`src/rtl/fetch_ctrl.sv`:
```
// fetch_ctrl: instruction fetch sequencer with a 2-entry buffer and branch redirect.
// Define FETCH_HALT_DETECT_EN to stop fetching when an opcode 4'hF instruction is captured.
module fetch_ctrl #(
  parameter int ADDR_W = 16,
  parameter logic [ADDR_W-1:0] RESET_PC = 16'h0000
) (
  input  logic              clk,
  input  logic              rst_n,
  input  logic              en,
  output logic [ADDR_W-1:0] inst_addr,
  input  logic [15:0]       inst,
  input  logic              br_valid,
  input  logic [ADDR_W-1:0] br_target,
  output logic              out_valid,
  input  logic              out_ready,
  output logic [15:0]       out_inst,
  output logic [ADDR_W-1:0] out_pc,
  output logic              halted
);
  typedef enum logic [1:0] {IDLE, RUN, HALT} state_t;
  state_t state, state_n;
  logic [ADDR_W-1:0] pc, pc0, pc1;
  logic [15:0] i0, i1;
  logic [1:0] count, count_ap;
  logic in_flight, push, pop, issue, halt_cap;
  assign out_valid = count != 2'd0;
  assign out_inst = i0;
  assign out_pc = pc0;
  assign pop = out_valid & out_ready & ~br_valid;
  assign push = in_flight & ~br_valid;
  assign count_ap = count - {1'b0, pop};
`ifdef FETCH_HALT_DETECT_EN
  assign halt_cap = push & (inst[15:12] == 4'hF);
`else
  assign halt_cap = 1'b0;
`endif
  // Occupancy counts the slot freed by this cycle's pop so a full stream sustains one fetch per cycle.
  assign issue = en & (state != HALT) & ~br_valid & ~halt_cap & ((count_ap + {1'b0, in_flight}) < 2'd2);
  always_comb
    state_n = (br_valid && state == HALT) ? RUN :
              halt_cap                     ? HALT :
              (state == HALT)              ? HALT :
              en                           ? RUN : IDLE;
  always_ff @(posedge clk or negedge rst_n)
    if (!rst_n) begin
      state <= IDLE;
      halted <= 1'b0;
      pc <= RESET_PC;
      inst_addr <= RESET_PC;
      in_flight <= 1'b0;
      count <= 2'd0;
      i0 <= '0;
      i1 <= '0;
      pc0 <= '0;
      pc1 <= '0;
    end else begin
      state <= state_n;
      halted <= state_n == HALT;
      in_flight <= issue;
      if (br_valid) pc <= br_target;
      else if (issue) pc <= pc + {{(ADDR_W-1){1'b0}}, 1'b1};
      if (issue) inst_addr <= pc;
      count <= br_valid ? 2'd0 : count_ap + {1'b0, push};
      if (pop) begin
        i0 <= i1;
        pc0 <= pc1;
      end
      if (push && count_ap == 2'd0) begin
        i0 <= inst;
        pc0 <= inst_addr;
      end else if (push) begin
        i1 <= inst;
        pc1 <= inst_addr;
      end
    end
  assert property (@(posedge clk) disable iff (!rst_n) push |-> count != 2'd2);
endmodule

```
`config.mk`:
```
export PLATFORM = sky130hd
export DESIGN_NAME = fetch_ctrl
export DESIGN_NICKNAME = d
export VERILOG_FILES = /design/src/rtl/fetch_ctrl.sv
export SDC_FILE = /design/constraint.sdc
export NUM_CORES = 1
export LEC_CHECK = 0
export ABC_AREA = 1
export BUFFER_PORTS_ARGS = -buffer_cell sky130_fd_sc_hd__buf_2
export CORE_MARGIN = 4
export CORE_UTILIZATION = 40
export CTS_BUF_LIST = sky130_fd_sc_hd__clkbuf_4 sky130_fd_sc_hd__clkbuf_8
export DETAILED_ROUTE_END_ITERATION = 8
export PLACE_DENSITY = 0.58
export SLEW_MARGIN = 20
export SYNTH_ARGS = -nofsm -noshare
export SYNTH_HDL_FRONTEND = slang
export SYNTH_SLANG_ARGS = --single-unit
export TNS_END_PERCENT = 30
```
`constraint.sdc`:
```
create_clock -name clk -period 4.55 [get_ports clk]
set_clock_uncertainty 0.05 [all_clocks]
set_input_delay 0.455 -clock clk [delete_from_list [all_inputs] [get_ports clk]]
set_output_delay 0.455 -clock clk [all_outputs]
set_load 0.03 [all_outputs]
```
== Word-level counts from Yosys, hierarchy flattened ==
Index checks and enable logic that the tools add are counted.

* Flip-flop bits (word level): 102
* Input port bits: 37
* Output and inout bits: 50

* $add $sub $neg: 4
* Magnitude comparators: 1
* Equal/unequal tests: 3
* Muxes and demuxes: 10
* Bitwise operators: 8
* Reduce and logical (&&, ||, !) cells: 7

{| class="wikitable"
|+ Operators with widths
! operator !! count
|-
| $mux 16 || 6
|-
| $add 16x1->16 const B || 1
|-
| $and 1x1->1 || 6
|-
| $mux 2 || 3
|-
| $reduce_bool 2->1 || 3
|-
| $add 2x1->2 || 2
|-
| $eq 2x2->1 const B || 2
|-
| $logic_and 1x1->1 || 2
|-
| $logic_not 2->1 || 1
|-
| $lt 2x2->1 const B || 1
|-
| $ne 2x2->1 const B || 1
|-
| $not 1->1 || 2
|-
| $reduce_and 2->1 || 1
|-
| $sub 2x1->2 || 1
|-
| $mux 1 || 1
|}

== Depth between registers and ports, before layout ==
* Word-level depth: 9
* Gate-level depth with buffers: 16
* Depth with buffers taken out: 14

== Worst setup path after synthesis ==
No wires, ideal clock.

* Kind: reg2reg
* From: register count[1]
* To: register pc[10]
* Setup time: 0.125 ns
* Arrival time: 2.158 ns
* Required time: 4.375 ns
* Slack: 2.218 ns
* Cell stages (with the launch flop): 15
* Period minus slack after synthesis: 2.332 ns
* Cells stage by stage: dfrtp_1 inv_1 nand2_1 nand3_2 inv_1 buf_2 ha_1 inv_1 nand2_1 nand3_1 nand3_1 buf_4 buf_6 nand3_1 nand3_1

* Cells in the longest elaborated chain, start to end: 8

{| class="wikitable"
|+ RTL lines
! what !! line !! source
|-
| start, declared || 24 || <nowiki>logic [1:0] count, count_ap;</nowiki>
|-
| start signal, assigned || 63 || <nowiki>count <= br_valid ? 2'd0 : count_ap + {1'b0, push};</nowiki>
|-
| $reduce_bool 2->1 || 26 || <nowiki>assign out_valid = count != 2'd0;</nowiki>
|-
| named net out_valid || 14 || <nowiki>output logic out_valid,</nowiki>
|-
| $and 1x1->1 (2 in a row) || 29 || <nowiki>assign pop = out_valid & out_ready & ~br_valid;</nowiki>
|-
| $sub 2x1->2 || 31 || <nowiki>assign count_ap = count - {1'b0, pop};</nowiki>
|-
| $add 2x1->2 || 38 || <nowiki>assign issue = en & (state != HALT) & ~br_valid & ~halt_cap & ((count_ap + {1'b0, in_flight}) < 2'd2);</nowiki>
|-
| $lt 2x2->1 || 38 ||
|-
| $and 1x1->1 || 38 ||
|-
| $reduce_bool 2->1 (no source line) || n/a ||
|-
| end signal, assigned || 60 || <nowiki>if (br_valid) pc <= br_target;</nowiki>
|-
| end signal, assigned || 61 || <nowiki>else if (issue) pc <= pc + {{(ADDR_W-1){1'b0}}, 1'b1};</nowiki>
|-
| end, declared || 22 || <nowiki>logic [ADDR_W-1:0] pc, pc0, pc1;</nowiki>
|}

The timed path passes the listed nets, and every way through them passes these cells.
A chain may end at the register's enable or synchronous reset.

== Worst setup path in the final report ==
* From: input port br_valid
* To: register pc0[7] (netlist: out_pc[7])

* Cells in the longest elaborated chain, start to end: 6

{| class="wikitable"
|+ RTL lines
! what !! line !! source
|-
| start, declared || 12 || <nowiki>input logic br_valid,</nowiki>
|-
| $not 1->1 (*) || 29, 30 ||
|-
| $and 1x1->1 || 29 ||
|-
| $sub 2x1->2 || 31 ||
|-
| $logic_not 2->1 || 68 || <nowiki>if (push && count_ap == 2'd0) begin</nowiki>
|-
| $logic_and 1x1->1 || 68 ||
|-
| $mux 16 or $reduce_bool 2->1 (tied branches) || n/a ||
|-
| end signal, assigned || 66 || <nowiki>pc0 <= pc1;</nowiki>
|-
| end signal, assigned || 70 || <nowiki>pc0 <= inst_addr;</nowiki>
|-
| end, declared || 22 ||
|}

Every way passes the cells marked *; elsewhere a longest branch is shown, timed or not.

==> results.py <==
metrics = {
    "placed_design": {
        "port_buffers": 86,
        "dpl_cell_area_mm2": 0.00515,
        "placedCellCount": 744,
        "dpl.hpwl_mm": 7.18,
        "place_congestion": 0.824,
    },
    "finish": {
        "fillers": 1114,
        "stdcell_count": 760,
        "multi_input_area_mm2": 0.00171,
        "design_area_mm2": 0.00535,
        "drive_above_1_share_pct": 18.6,
        "layout.nets": 651,
        "most-common-layout-cells": "nand2_1 (110), nand3_1 (109), dfrtp_1 (102)",
        "mostFrequentLayoutCell": "nand2_1",
        "syn_to_final_growth_pct": 15.2,
        "diodes": 0,
        "regArea_mm2": 0.00255,
    },
    "die": {
        "die-area_mm2": 0.0134,
        "start_util_pct": 40.8,
        "rows": 39,
        "die-width_um": 116,
        "io_pins": 87,
        "die_y_um": 116,
        "coreArea_mm2": 0.0114,
    },
    "critical_path": {
        "critical_path_class": "input pin to register",
        "arrival_ns": 3.41,
        "crit_start": "br_valid",
        "rrSetupSlack_ns": 1.55,
        "reg2reg_to": "out_pc[7]",
        "critPathCaptureType": "register",
        "required_ns": 4.76,
        "startpoint_type": "input pin",
        "crit_path_end": "out_pc[7]",
        "worstReg2RegStart": "count[0]",
        "cp_max_fo": 95,
        "r2r_cells": 11,
    },
    "timing": {
        "slew_headroom_pct": 32.5,
        "fmax_mhz": 312,
        "setup_tns_ns": 0,
        "report.final.setup_viol": 0,
        "tightest_slew_ns": 1.01,
        "rsz0062_at_grt": "false",
        "slew_viol_final": 0,
        "hold_viol": 0,
        "min_period_over_period_pct": 70.4,
        "hold-worst-slack_ns": 0.121,
        "period_needed_ns": 3.21,
    },
    "logic_synthesis": {
        "synth-edff-count": 0,
        "synth_top_family_by_area": "simple AND/OR/NAND/NOR gates",
        "synth-compound-area-share_pct": 11.5,
        "syn_area_mm2": 0.00464,
        "synth_fa_ha_area_share_pct": 0.539,
        "synthSimpleGateAreaFrac_pct": 23.6,
        "syn_inst": 541,
        "ys.flop_type": "dfrtp_1",
        "ys_ff_latch": 102,
        "synth_mux_area_share_pct": 0,
        "ys_async_sr_fraction_pct": 100,
        "avgSynthCellArea_um2": 8.58,
        "syn_nets": 580,
        "yosys.cell_types.count": 24,
        "synth-xor-area-share_pct": 0.943,
        "yosysWarningCount": 0,
        "ys_seq_area_share_pct": 55.0,
    },
    "status": {
        "status": "finished, final reports clean",
    },
    "routing": {
        "vias_per_cell": 5.07,
        "drtIter0Drc": 338,
        "routed_wl_mm": 10.7,
        "ant_nets": 0,
        "firstDrtPassIters": 5,
        "vias": 3851,
        "avgRoutedWirePerCell_um": 14.1,
        "drc": 0,
    },
    "min_path": {
        "hold_class": "input pin to asynchronous set/reset pin",
    },
    "clock_network": {
        "cts_tree": "yes",
        "cts_root_buf": "clkbuf_8",
        "holdBufCountCts": 0,
        "clock-sinks": 102,
        "ctsResizeCount": 0,
        "cts_buffers": 9,
        "path_clk_slew_ns": 0.10,
        "cts.htree.levels": 3,
        "clk_latency_ns": 0.37,
        "cts_buffer_depth": 2,
        "post-cts-setup-buffers": 0,
    },
    "grt": {
        "grt_max_degree": 96,
        "grt_pass1_wl_mm": 18.0,
        "grt_use_total_pct": 16.9,
        "grt_pass1_vias": 3641,
        "overflow": 0,
        "antenna_found_initial": 0,
    },
    "power": {
        "finalPower_w": 0.00312,
        "ir_drop_mv": 0.279,
        "leakage_nw": 2.71,
        "p_per_area_mw_per_mm2": 583,
    },
    "run": {
        "drv_cap": 0,
    },
}
worst min-delay path by stage:
stage                     startpoint     endpoint  slack, ns  cells after the start
after global placement        pc1[1]       pc1[1]       0.41                      2
after floorplan                rst_n     count[0]       0.11                      0
final                          rst_n  out_inst[9]       0.12                      1
after detailed placement      pc1[1]       pc1[1]       0.41                      2
after global routing           rst_n  out_inst[9]       0.18                      1
after CTS                      rst_n  out_inst[9]       0.15                      1
state kept, by name (all words and copies together), names as in the netlist:
| name | cells |
|---|---|
| state | 2 |
| in_flight | 1 |
| halted | 1 |
| inst_addr | 16 |
| out_pc | 16 |
| i1 | 16 |
| count | 2 |
| pc1 | 16 |
| pc | 16 |
| out_inst | 16 |
metal layers:
metal / vias up / GRT usage (%) / wire length (um)
li1: 1943 / - / -
met5: - / 0 / 0
met1: 1808 / 23.8 / 5210
met4: 0 / 3.79 / 121
met3: 11 / 4.02 / 530
met2: 89 / 26.8 / 4890
cell families (layout without fill, tap and decap cells):
group | after synthesis | after routing
AO/OA/AOI/OAI | 90 | 90
XOR/XNOR | 5 | 5
adder cells (fa/ha/maj) | 2 | 2
buffers and inverters | 95 | 171
flip-flops | 102 | 102
AND/OR/NAND/NOR | 247 | 247
through the flow:
stage / setup WS [ns] / util [%]
finish: 1.34 / 47.1
global route: 1.01 / 47.1
CTS: 1.33 / 47.1
detailed placement: 0.934 / 45.3
global placement: 1.13 / 45.3
floorplan: 2.22 / -
worst max-delay path, cell delays in order:
cell      delay [ns]
buf_2           0.35
inv_2           0.25
nand3_2         0.12
buf_4           0.36
inv_1           0.12
ha_1            0.22
inv_1           0.06
nand2_1         0.06
nand2_1         0.16
nand3_4         0.72
o211ai_1        0.49
cell usage after synthesis (4+ instances only):
master	number	area [um^2]
inv_1	62	233
o21ai_1	14	70.1
o211ai_1	31	233
clkbuf_1	13	48.8
dfrtp_1	102	2550
buf_2	14	70.1
nand3_1	109	546
nor2_1	17	63.8
nand4_1	5	31.3
xor2_1	4	35.0
nand2_1	111	417
o21ai_0	41	205
power breakdown:
group / internal, W / total, W / switching, W
registers: 0.00124 / 0.00145 / 0.000209
clock network: 0.000263 / 0.000582 / 0.000319
logic: 0.000346 / 0.00109 / 0.000744
cell type report:
type	count	area share [%]
clock buffers	10	2.45
clock inverters	6	1.31
inverters	64	4.49
multi-input cells	344	31.9
flip-flops and latches	102	47.7
well taps	143	3.34
repair buffers	91	8.79
No activity file was read; power rests on OpenSTA's default activity.
